==> src/rtl/pixel_mapper.sv <==
// pixel_mapper: raster-scan coordinate generator for the Mandelbrot engine.
// Walks an H_RES x V_RES frame in raster order and maps each pixel (x, y) to
// a signed fixed-point point c_re = re_origin + x*delta_x,
// c_im = im_origin + y*delta_y. Results leave through a valid/ready stream.
//
// Ports:
//   clk, rst                 clock, asynchronous active-high reset
//   start                    begin a frame (sampled only in IDLE)
//   abort                    flush the pipeline and return to IDLE
//   delta_x/delta_y          signed per-pixel / per-line steps (latched at start)
//   re_origin/im_origin      signed value at x=0 / y=0 (latched at start)
//   out_valid/out_ready      output handshake
//   c_re/c_im                mapped point, saturated to DATA_W
//   px_x/px_y                pixel coordinate of the sample
//   sat                      this sample was saturated
//   ovf                      sticky: a saturated sample was accepted this frame
//   busy                     high outside IDLE
//   frame_done               one-cycle pulse when the last sample is accepted
module pixel_mapper #(
  parameter int H_RES   = 640,
  parameter int V_RES   = 480,
  parameter int DATA_W  = 32,
  parameter int FRAC_W  = 21,
  parameter int MUL_LAT = 2,
  localparam int XW = $clog2(H_RES),
  localparam int YW = $clog2(V_RES)
) (
  input  logic              clk,
  input  logic              rst,
  input  logic              start,
  input  logic              abort,
  input  logic [DATA_W-1:0] delta_x,
  input  logic [DATA_W-1:0] delta_y,
  input  logic [DATA_W-1:0] re_origin,
  input  logic [DATA_W-1:0] im_origin,
  output logic              out_valid,
  input  logic              out_ready,
  output logic [DATA_W-1:0] c_re,
  output logic [DATA_W-1:0] c_im,
  output logic [XW-1:0]     px_x,
  output logic [YW-1:0]     px_y,
  output logic              sat,
  output logic              ovf,
  output logic              busy,
  output logic              frame_done
);

  localparam int CW     = (XW > YW) ? XW : YW;
  localparam int PW     = DATA_W + CW + 1;       // full-width product
  localparam int SW     = PW + 1;                // full-width sum
  localparam int INT_W  = DATA_W - 1 - FRAC_W;   // integer bits of Q(INT_W).FRAC_W
  localparam int SIGN_B = INT_W + FRAC_W;        // sign bit position of a DATA_W value

  typedef enum logic [1:0] {S_IDLE, S_RUN, S_DRAIN} state_e;

  state_e                    state_q, state_d;
  logic [XW-1:0]             x_q, x_d;
  logic [YW-1:0]             y_q, y_d;
  logic                      ovf_q, ovf_d;
  logic                      load_cfg;
  logic                      done_c;
  logic signed [DATA_W-1:0]  dx_q, dy_q, reo_q, imo_q;

  logic [MUL_LAT-1:0]        vld_p;
  logic signed [PW-1:0]      mul_re_p [MUL_LAT];
  logic signed [PW-1:0]      mul_im_p [MUL_LAT];
  logic [XW-1:0]             px_p     [MUL_LAT];
  logic [YW-1:0]             py_p     [MUL_LAT];

  logic                      out_valid_q, sat_q;
  logic signed [DATA_W-1:0]  cre_q, cim_q;
  logic [XW-1:0]             pxo_q;
  logic [YW-1:0]             pyo_q;

  logic                      advance, accept, issue, last_out;
  logic [DATA_W:0]           res_re, res_im;

  // Add origin to product at full width, then clamp; MSB of result is the flag.
  function automatic logic [DATA_W:0] sat_add(input logic signed [DATA_W-1:0] org,
                                              input logic signed [PW-1:0]     prod);
    logic signed [SW-1:0] sum;
    sum = SW'(org) + SW'(prod);
    if (sum[SW-1:SIGN_B] == {(SW-SIGN_B){sum[SW-1]}})
      return {1'b0, sum[DATA_W-1:0]};
    else if (sum[SW-1])
      return {1'b1, 1'b1, {(DATA_W-1){1'b0}}};
    else
      return {1'b1, 1'b0, {(DATA_W-1){1'b1}}};
  endfunction

  assign advance  = !out_valid_q || out_ready;
  assign accept   = out_valid_q && out_ready;
  assign issue    = (state_q == S_RUN) && advance && !abort;
  assign last_out = (pxo_q == XW'(H_RES-1)) && (pyo_q == YW'(V_RES-1));

  always_comb begin
    state_d  = state_q;
    x_d      = x_q;
    y_d      = y_q;
    ovf_d    = ovf_q;
    load_cfg = 1'b0;
    done_c   = 1'b0;
    if (abort) begin
      state_d = S_IDLE;
    end else begin
      if (accept && sat_q) ovf_d = 1'b1;
      case (state_q)
        S_IDLE: begin
          if (start) begin
            state_d  = S_RUN;
            x_d      = '0;
            y_d      = '0;
            ovf_d    = 1'b0;
            load_cfg = 1'b1;
          end
        end
        S_RUN: begin
          if (issue) begin
            if (x_q == XW'(H_RES-1)) begin
              x_d = '0;
              if (y_q == YW'(V_RES-1)) state_d = S_DRAIN;
              else                     y_d = y_q + 1'b1;
            end else begin
              x_d = x_q + 1'b1;
            end
          end
        end
        S_DRAIN: begin
          // Only one sample carries the last coordinate, so matching it is enough.
          if (accept && last_out) begin
            done_c  = 1'b1;
            state_d = S_IDLE;
          end
        end
        default: state_d = S_IDLE;
      endcase
    end
  end

  always_ff @(posedge clk or posedge rst) begin
    if (rst) begin
      state_q <= S_IDLE;
      x_q     <= '0;
      y_q     <= '0;
      ovf_q   <= 1'b0;
      dx_q    <= '0;
      dy_q    <= '0;
      reo_q   <= '0;
      imo_q   <= '0;
    end else begin
      state_q <= state_d;
      x_q     <= x_d;
      y_q     <= y_d;
      ovf_q   <= ovf_d;
      if (load_cfg) begin
        dx_q  <= delta_x;
        dy_q  <= delta_y;
        reo_q <= re_origin;
        imo_q <= im_origin;
      end
    end
  end

  // ---- multiply stages p[0..MUL_LAT-1]: product formed at p[0], then delayed ----
  always_ff @(posedge clk or posedge rst) begin
    if (rst) begin
      vld_p <= '0;
    end else if (abort) begin
      vld_p <= '0;
    end else if (advance) begin
      vld_p[0] <= issue;
      for (int k = 1; k < MUL_LAT; k++) vld_p[k] <= vld_p[k-1];
    end
  end

  always_ff @(posedge clk) begin
    if (advance) begin
      mul_re_p[0] <= $signed(PW'(x_q)) * PW'(dx_q);
      mul_im_p[0] <= $signed(PW'(y_q)) * PW'(dy_q);
      px_p[0]     <= x_q;
      py_p[0]     <= y_q;
      for (int k = 1; k < MUL_LAT; k++) begin
        mul_re_p[k] <= mul_re_p[k-1];
        mul_im_p[k] <= mul_im_p[k-1];
        px_p[k]     <= px_p[k-1];
        py_p[k]     <= py_p[k-1];
      end
    end
  end

  // ---- add/saturate stage: output register ----
  assign res_re = sat_add(reo_q, mul_re_p[MUL_LAT-1]);
  assign res_im = sat_add(imo_q, mul_im_p[MUL_LAT-1]);

  always_ff @(posedge clk or posedge rst) begin
    if (rst) begin
      out_valid_q <= 1'b0;
      cre_q       <= '0;
      cim_q       <= '0;
      pxo_q       <= '0;
      pyo_q       <= '0;
      sat_q       <= 1'b0;
    end else if (abort) begin
      out_valid_q <= 1'b0;
    end else if (advance) begin
      out_valid_q <= vld_p[MUL_LAT-1];
      if (vld_p[MUL_LAT-1]) begin
        cre_q <= res_re[DATA_W-1:0];
        cim_q <= res_im[DATA_W-1:0];
        pxo_q <= px_p[MUL_LAT-1];
        pyo_q <= py_p[MUL_LAT-1];
        sat_q <= res_re[DATA_W] | res_im[DATA_W];
      end
    end
  end

  assign out_valid  = out_valid_q;
  assign c_re       = cre_q;
  assign c_im       = cim_q;
  assign px_x       = pxo_q;
  assign px_y       = pyo_q;
  assign sat        = sat_q;
  assign ovf        = ovf_q;
  assign busy       = (state_q != S_IDLE);
  assign frame_done = done_c;

endmodule

==> config.mk <==
export PLATFORM = sky130hd
export DESIGN_NAME = pixel_mapper
export DESIGN_NICKNAME = d
export VERILOG_FILES = /design/src/rtl/pixel_mapper.sv
export SDC_FILE = /design/constraint.sdc
export NUM_CORES = 2
export LEC_CHECK = 0
export ABC_AREA = 0
export CAP_MARGIN = 20
export CORE_AREA = 2 2 268 270
export DETAILED_ROUTE_END_ITERATION = 6
export DIE_AREA = 0 0 270 272
export DONT_BUFFER_PORTS = 1
export GPL_TIMING_DRIVEN = 0
export HOLD_SLACK_MARGIN = 0.05
export PLACE_DENSITY = 0.84
export SYNTH_ARGS = -nofsm -noshare
export SYNTH_HDL_FRONTEND = slang
export SYNTH_SLANG_ARGS = --single-unit
==> constraint.sdc <==
create_clock -name clk -period 10.3 [get_ports clk]
set_input_delay 2.06 -clock clk [delete_from_list [all_inputs] [get_ports clk]]
set_output_delay 2.06 -clock clk [all_outputs]
set_load 0.02 [all_outputs]
; After elaboration in Yosys (flattened, before gate mapping)
; Memories as Yosys holds them, arrays and structs flattened. A register that Yosys moved wholly into a read port is not among the register bits.
; Index checks and enable logic that the tools add are counted.
[totals]
in_bits = 133
reg_bits = 218
output_inout_bits = 88
mem_count = 4
ram_bits = 210
[memory_table]
columns = memory, depth, width, read_ports, rd_clocked_by_memory_dff, wr, line_no
row1 = mul_im_p, 2, 43, 2, 0, 2, 66  ; logic signed [PW-1:0] mul_im_p [MUL_LAT];
row2 = mul_re_p, 2, 43, 2, 0, 2, 65  ; logic signed [PW-1:0] mul_re_p [MUL_LAT];
row3 = px_p, 2, 10, 2, 1, 2, 67  ; logic [XW-1:0] px_p [MUL_LAT];
row4 = py_p, 2, 9, 2, 1, 2, 68  ; logic [YW-1:0] py_p [MUL_LAT];
[classes]
bitwise = 2
n_eq_ne = 17
n_mul = 2
addsub = 4
mux = 35
reduce_logical = 17
[op_table]
columns = cell, count
row1 = adder 32 x 43 -> 44 bit, 2
row2 = two-way mux 33 bit, 2
row3 = two-way mux 32 bit, 2
row4 = multiplier 11 x 32 -> 43 bit, 1
row5 = multiplier 10 x 32 -> 42 bit, 1
row6 = two-way mux 9 bit, 4
row7 = two-way mux 10 bit, 3
row8 = equality test 12 bit, 2
row9 = "equality test 10 bit, second input constant", 2
row10 = one-hot mux 10 bit (2 select lines), 1
row11 = "equality test 9 bit, second input constant", 2
row12 = one-hot mux 9 bit (2 select lines), 1
row13 = two-way mux 2 bit, 8
row14 = two-way mux 1 bit, 13
row15 = "adder 10 x 1 -> 10 bit, second input constant", 1
row16 = "adder 9 x 1 -> 9 bit, second input constant", 1
row17 = "!= test 3 bit, second input constant", 3
row18 = logical AND 1 bit, 6
row19 = "!= test 2 bit, second input constant", 3
row20 = "!= test 3 x 2 -> 1 bit, second input constant", 2
row21 = one-hot mux 2 bit (3 select lines), 1
row22 = AND reduction 6 bit, 1
row23 = nonzero test 2 bit, 3
row24 = AND reduction 5 bit, 1
row25 = 10 further kinds, 11

; Logic depth before layout (Yosys ltp)
[logic_depth]
depth_word = 7
ltp_mapped = 26
mapped_depth_nobuf = 24

; Least setup slack after synthesis
; Ideal clock, no wire load.
[synth_path]
path_kind = input-to-reg
from = input out_ready
to = register cre_q[10], in the netlist c_re[10]
cell_stages = 6
t_required_ps = 10176
path_buffers = 2
path_slack_ps = 2349
arrival_time_ps = 7827
cell_sequence = nor2b_1 -> inv_1 -> nand3_1 -> clkbuf_1 -> clkbuf_1 -> a211o_1
[synth_via]
elab_chain_cells = 2
[synth_lines]
columns = element, line_no
row1 = start: declaration, 37  ; input logic out_ready,
row2 = logical OR 1 bit, 91  ; assign advance = !out_valid_q || out_ready;
row3 = AND reduction 3 bit (no source line), --
row4 = end signal: assignment, 208  ; cre_q <= res_re[DATA_W-1:0];
row5 = end: declaration, 71  ; logic signed [DATA_W-1:0] cre_q, cim_q;
; No other way between the ends.
; A chain may end at the register's enable or synchronous reset.

==> out/metrics.sh <==
YS_DOMINANT_REG_CELL='dfrtp_1'
MAPPEDNETLISTNETS=5031
ROUTABILITYCONGESTION=0.9385
FP.DIEW_UM=270
SYN_AVG_CELL_AREA_UM2=10.16
CLOCK_SKEW_NS=0.03167
SLEW_VIOLATIONS=0
YOSYS_WARNINGS=0
GLOBAL_ROUTE_WIRE_LENGTH_BEFORE_REPAIR_UM=172500
SETUP.WORST_PATH.CLASS='flip-flop to flip-flop'
SYNTH-ASYNC-RESET-RATIO_PCT=53.26
CRIT_ARRIVAL_NS=8.78
POSTSYNTHREGISTERBITS=445
SYNTH.CELL_AREA_MM2=0.04184
SYNTH.TOP_CELLS.BY_AREA='fa_1, edfxtp_1, dfrtp_1, ha_1, inv_1'
CLOCK_LATENCY_NS=0.63
WORSTPATHREQUIRED_NS=10.66
MAX_FREQ_GHz=0.1188
SYNTHDOMINANTAREACELLTYPE='fa_1'
GRT_START_MAX_NET_PINS=127
SHARE_OF_THE_CLOCK_PERIOD_USED_BY_THE_WORST_PATH_PCT=81.75
DIE_H_UM=272
DETAIL_ROUTE.VIAS_PER_CELL=5.870
P_LEAK_nW=22.26
PLACE_AREA_MM2=0.04314
IO_PINS=221
SYNTH.YOSYS.SEQ_AREA_SHARE_PCT=29.10
TOTALWIRELENGTH_UM=107800
POWER.IR.VDD_WORST_mV=0.1688
FILLERINSTANCES=5444
POSTROUTEANTENNANETS=0
CRITICAL_PATH.STARTPOINT_TYPE='flip-flop'
MOSTFREQUENTLAYOUTCELLS='inv_1, nand2_1, fa_1'
DPL.HPWL_UM=84110
FLOORPLAN.ROWS=98
SYNTH-EDFF-COUNT=208
DP_WORST_SETUP_SLACK_NS=2.029
SETUP_SLACK_NS=1.879
POWER_DENSITY_mW_PER_MM2=241.8
RSZ0062_AT_GRT='false'
PLACEABLE_CORE_AREA_MM2=0.07075
FINAL_CELL_AREA_MM2=0.04490
RUN_STATUS='complete, but fails checks'
GR_USAGE_TOTAL_PCT=29.95
TIMING.FINAL.SETUP_VIOLATIONS=0
VIOLATED_CHECKS='DRC'
SYNTH_TOP_AREA_SHARE_PCT=24.35
WORST-PATH-MAX-FANOUT=10
GRT_ANTENNA_BEFORE_REPAIR=11
HOLD_BUFS_AT_CTS=0
CLOCK_PATH_BUFFERS=3
GRT_PASS1_VIAS=31720
CLK_PIN_SLEW_WORST_PATHS_NS=0.06
CTS_SETUP_BUFFERS=0
CLOCK_TREE_FROM_TRITONCTS='yes'
ROUTE.DETAILED.WL_PER_INST_UM=20.83
DESIGN.FINAL.NETS=5088
POST_CTS.RESIZED_INSTANCES=0
MOST_COMMON_CELL_AFTER_LAYOUT_FILL_AND_TAPS_ASIDE='inv_1'
CTS.ROOT.BUFFER_CELL='clkbuf_16'
WORST_PIN_SLEW_NS=1.144
GR-TOTAL-OVERFLOW=0
FIN_HOLD_VIOLS=0
CLK_SINK_COUNT=445
TIMING.MAX_CAP.VIOLATIONS=0
TIME_THE_FINAL_WORST_PATH_NEEDS_WITH_I_O_DELAYS_AND_SETUP_NS=8.421
DETAILROUTE.VIA_COUNT=30373
TIMING.MAX_SLEW.REL_SLACK_PCT=23.76
DRIVE_GT1_SHARE_PCT=7.063
MIN-DELAY-PATH-CLASS='flip-flop to flip-flop'
CTS-HTREE-LEVELS=2
DRCVIOLATIONCOUNT=7
CTS-BUFFERS-INSERTED=50
SETUP.WORST_PATH.END_CLASS='flip-flop'
DRTITER0DRC=2700
SYN_INST=4120
SYNTH_CELL_TYPES=93
DIE_AREA_MM2=0.07344
INITIAL_UTILIZATION_PCT=59.14
DRT_FIRST_PASS_ITERS=7
PLACEMENT.IO_BUFFERS=0
POST_SYNTHESIS_TO_FINAL_LAYOUT_AREA_GROWTH_PCT=7.299
sequential cells by signal (all words and copies together) (netlist names), 18 cells and up:
signal,count
mul_im_p,84
dx_q,32
c_re,32
c_im,32
px_p,20
mul_re_p,86
imo_q,32
reo_q,32
py_p,18
dy_q,32
cell type report:
cell class | instances | area [um^2] | area share, %
clock inverters | 29 | 322.8 | 0.7190
diodes | 5 | 12.51 | 0.02787
clock buffers | 65 | 1410 | 3.141
repair buffers | 5 | 97.59 | 0.2174
inverters | 592 | 2237 | 4.983
flip-flops and latches | 445 | 12180 | 27.12
plain buffers | 215 | 908.4 | 2.023
well taps | 950 | 1189 | 2.647
multi-input cells | 2868 | 26540 | 59.12
path summary, 6_finish.rpt:
| check | end | from | slack, ns | cells after the start |
|---|---|---|---|---|
| min reg2reg | mul_re_p[0][44] | mul_re_p[0][1] | 0.41 | 0 |
| max in group asynchronous | dy_q[17] | rst | 7.77 | 3 |
| max reg2reg | mul_im_p[0][42] | y_q[1] | 1.88 | 24 |
| max | mul_im_p[0][42] | y_q[1] | 1.88 | 24 |
| min in group asynchronous | reo_q[12] | rst | 1.43 | 2 |
| min | mul_re_p[0][44] | mul_re_p[0][1] | 0.41 | 0 |
routing by layer:
layer / share of wire (%) / GRT usage (%)
met5: 0.082 / 0
met4: 4.4 / 12.57
met3: 10 / 8.155
met2: 45 / 47.19
met1: 40 / 39.35
kinds of logic after synthesis:
| family | synth area share (%) |
|---|---|
| AO/OA/AOI/OAI | 10.24 |
| multiplexers | 3.654 |
| AND/OR/NAND/NOR | 13.80 |
| XOR/XNOR | 3.328 |
| flip-flops | 29.10 |
| buffers and inverters | 7.478 |
| adder cells (fa/ha/maj) | 32.40 |
through the flow:
stage | std cells | hold slack [ns] | util [%] | total power [mW] | setup TNS, ns
6_report | 5174 | 0.4122 | 63.46 | 10.86 | 0
5_1_grt | 5172 | 0.4219 | 63.45 | 11.61 | 0
4_1_cts | 5168 | 0.4149 | 63.43 | 10.79 | 0
3_5_place_dp | 5074 | 0.4045 | 60.98 | 8.865 | 0
3_3_place_gp | 5070 | 0.4000 | 60.82 | 8.691 | -296.61
2_1_floorplan | 4120 | 0.4003 | - | 7.274 | 0
critical path: stages, from the launching register on:
cell and delay, ns:
dfrtp_1 0.36, clkbuf_1 0.47, clkbuf_1 0.77, nand2_1 0.21, fa_1 0.57, inv_1 0.05, fa_1 0.49, fa_1 0.54
fa_1 0.51, inv_1 0.05, fa_1 0.48, inv_1 0.04, ha_1 0.34, a21o_1 0.18, a21o_1 0.18, a21o_1 0.18
a31oi_1 0.20, o32ai_1 0.26, a2111oi_1 0.75, o21ai_0 0.30, o31ai_1 0.41, nor2_1 0.14, a221o_1 0.35, a21oi_1 0.17
xnor2_1 0.12
where the power goes:
part,leakage [nW],switching (mW),internal [mW],total (mW)
Sequential,5.40,0.638,2.61,3.25
Clock,0.841,0.799,1.08,1.88
Combinational,16.0,3.56,2.16,5.73
Total,22.3,5.00,5.86,10.9
cells in the mapped netlist, types with 17 or more instances:
cell type,count
a21oi_1,165
xnor2_1,107
fa_1,509
nand2_1,523
nor2_1,112
a211o_1,17
and3_1,32
mux2_2,130
dfrtp_1,237
edfxtp_1,208
nor2b_1,21
nand4_1,40
o21bai_1,28
nand3_1,54
nor3_1,24
o211ai_2,31
and2_1,306
a211oi_1,20
o21a_1,26
clkbuf_1,178
a221o_1,17
o21ai_0,103
inv_1,592
a21o_1,97
xor2_1,52
ha_1,269
nand2b_1,19
No activity file was read; power rests on OpenSTA's default activity.
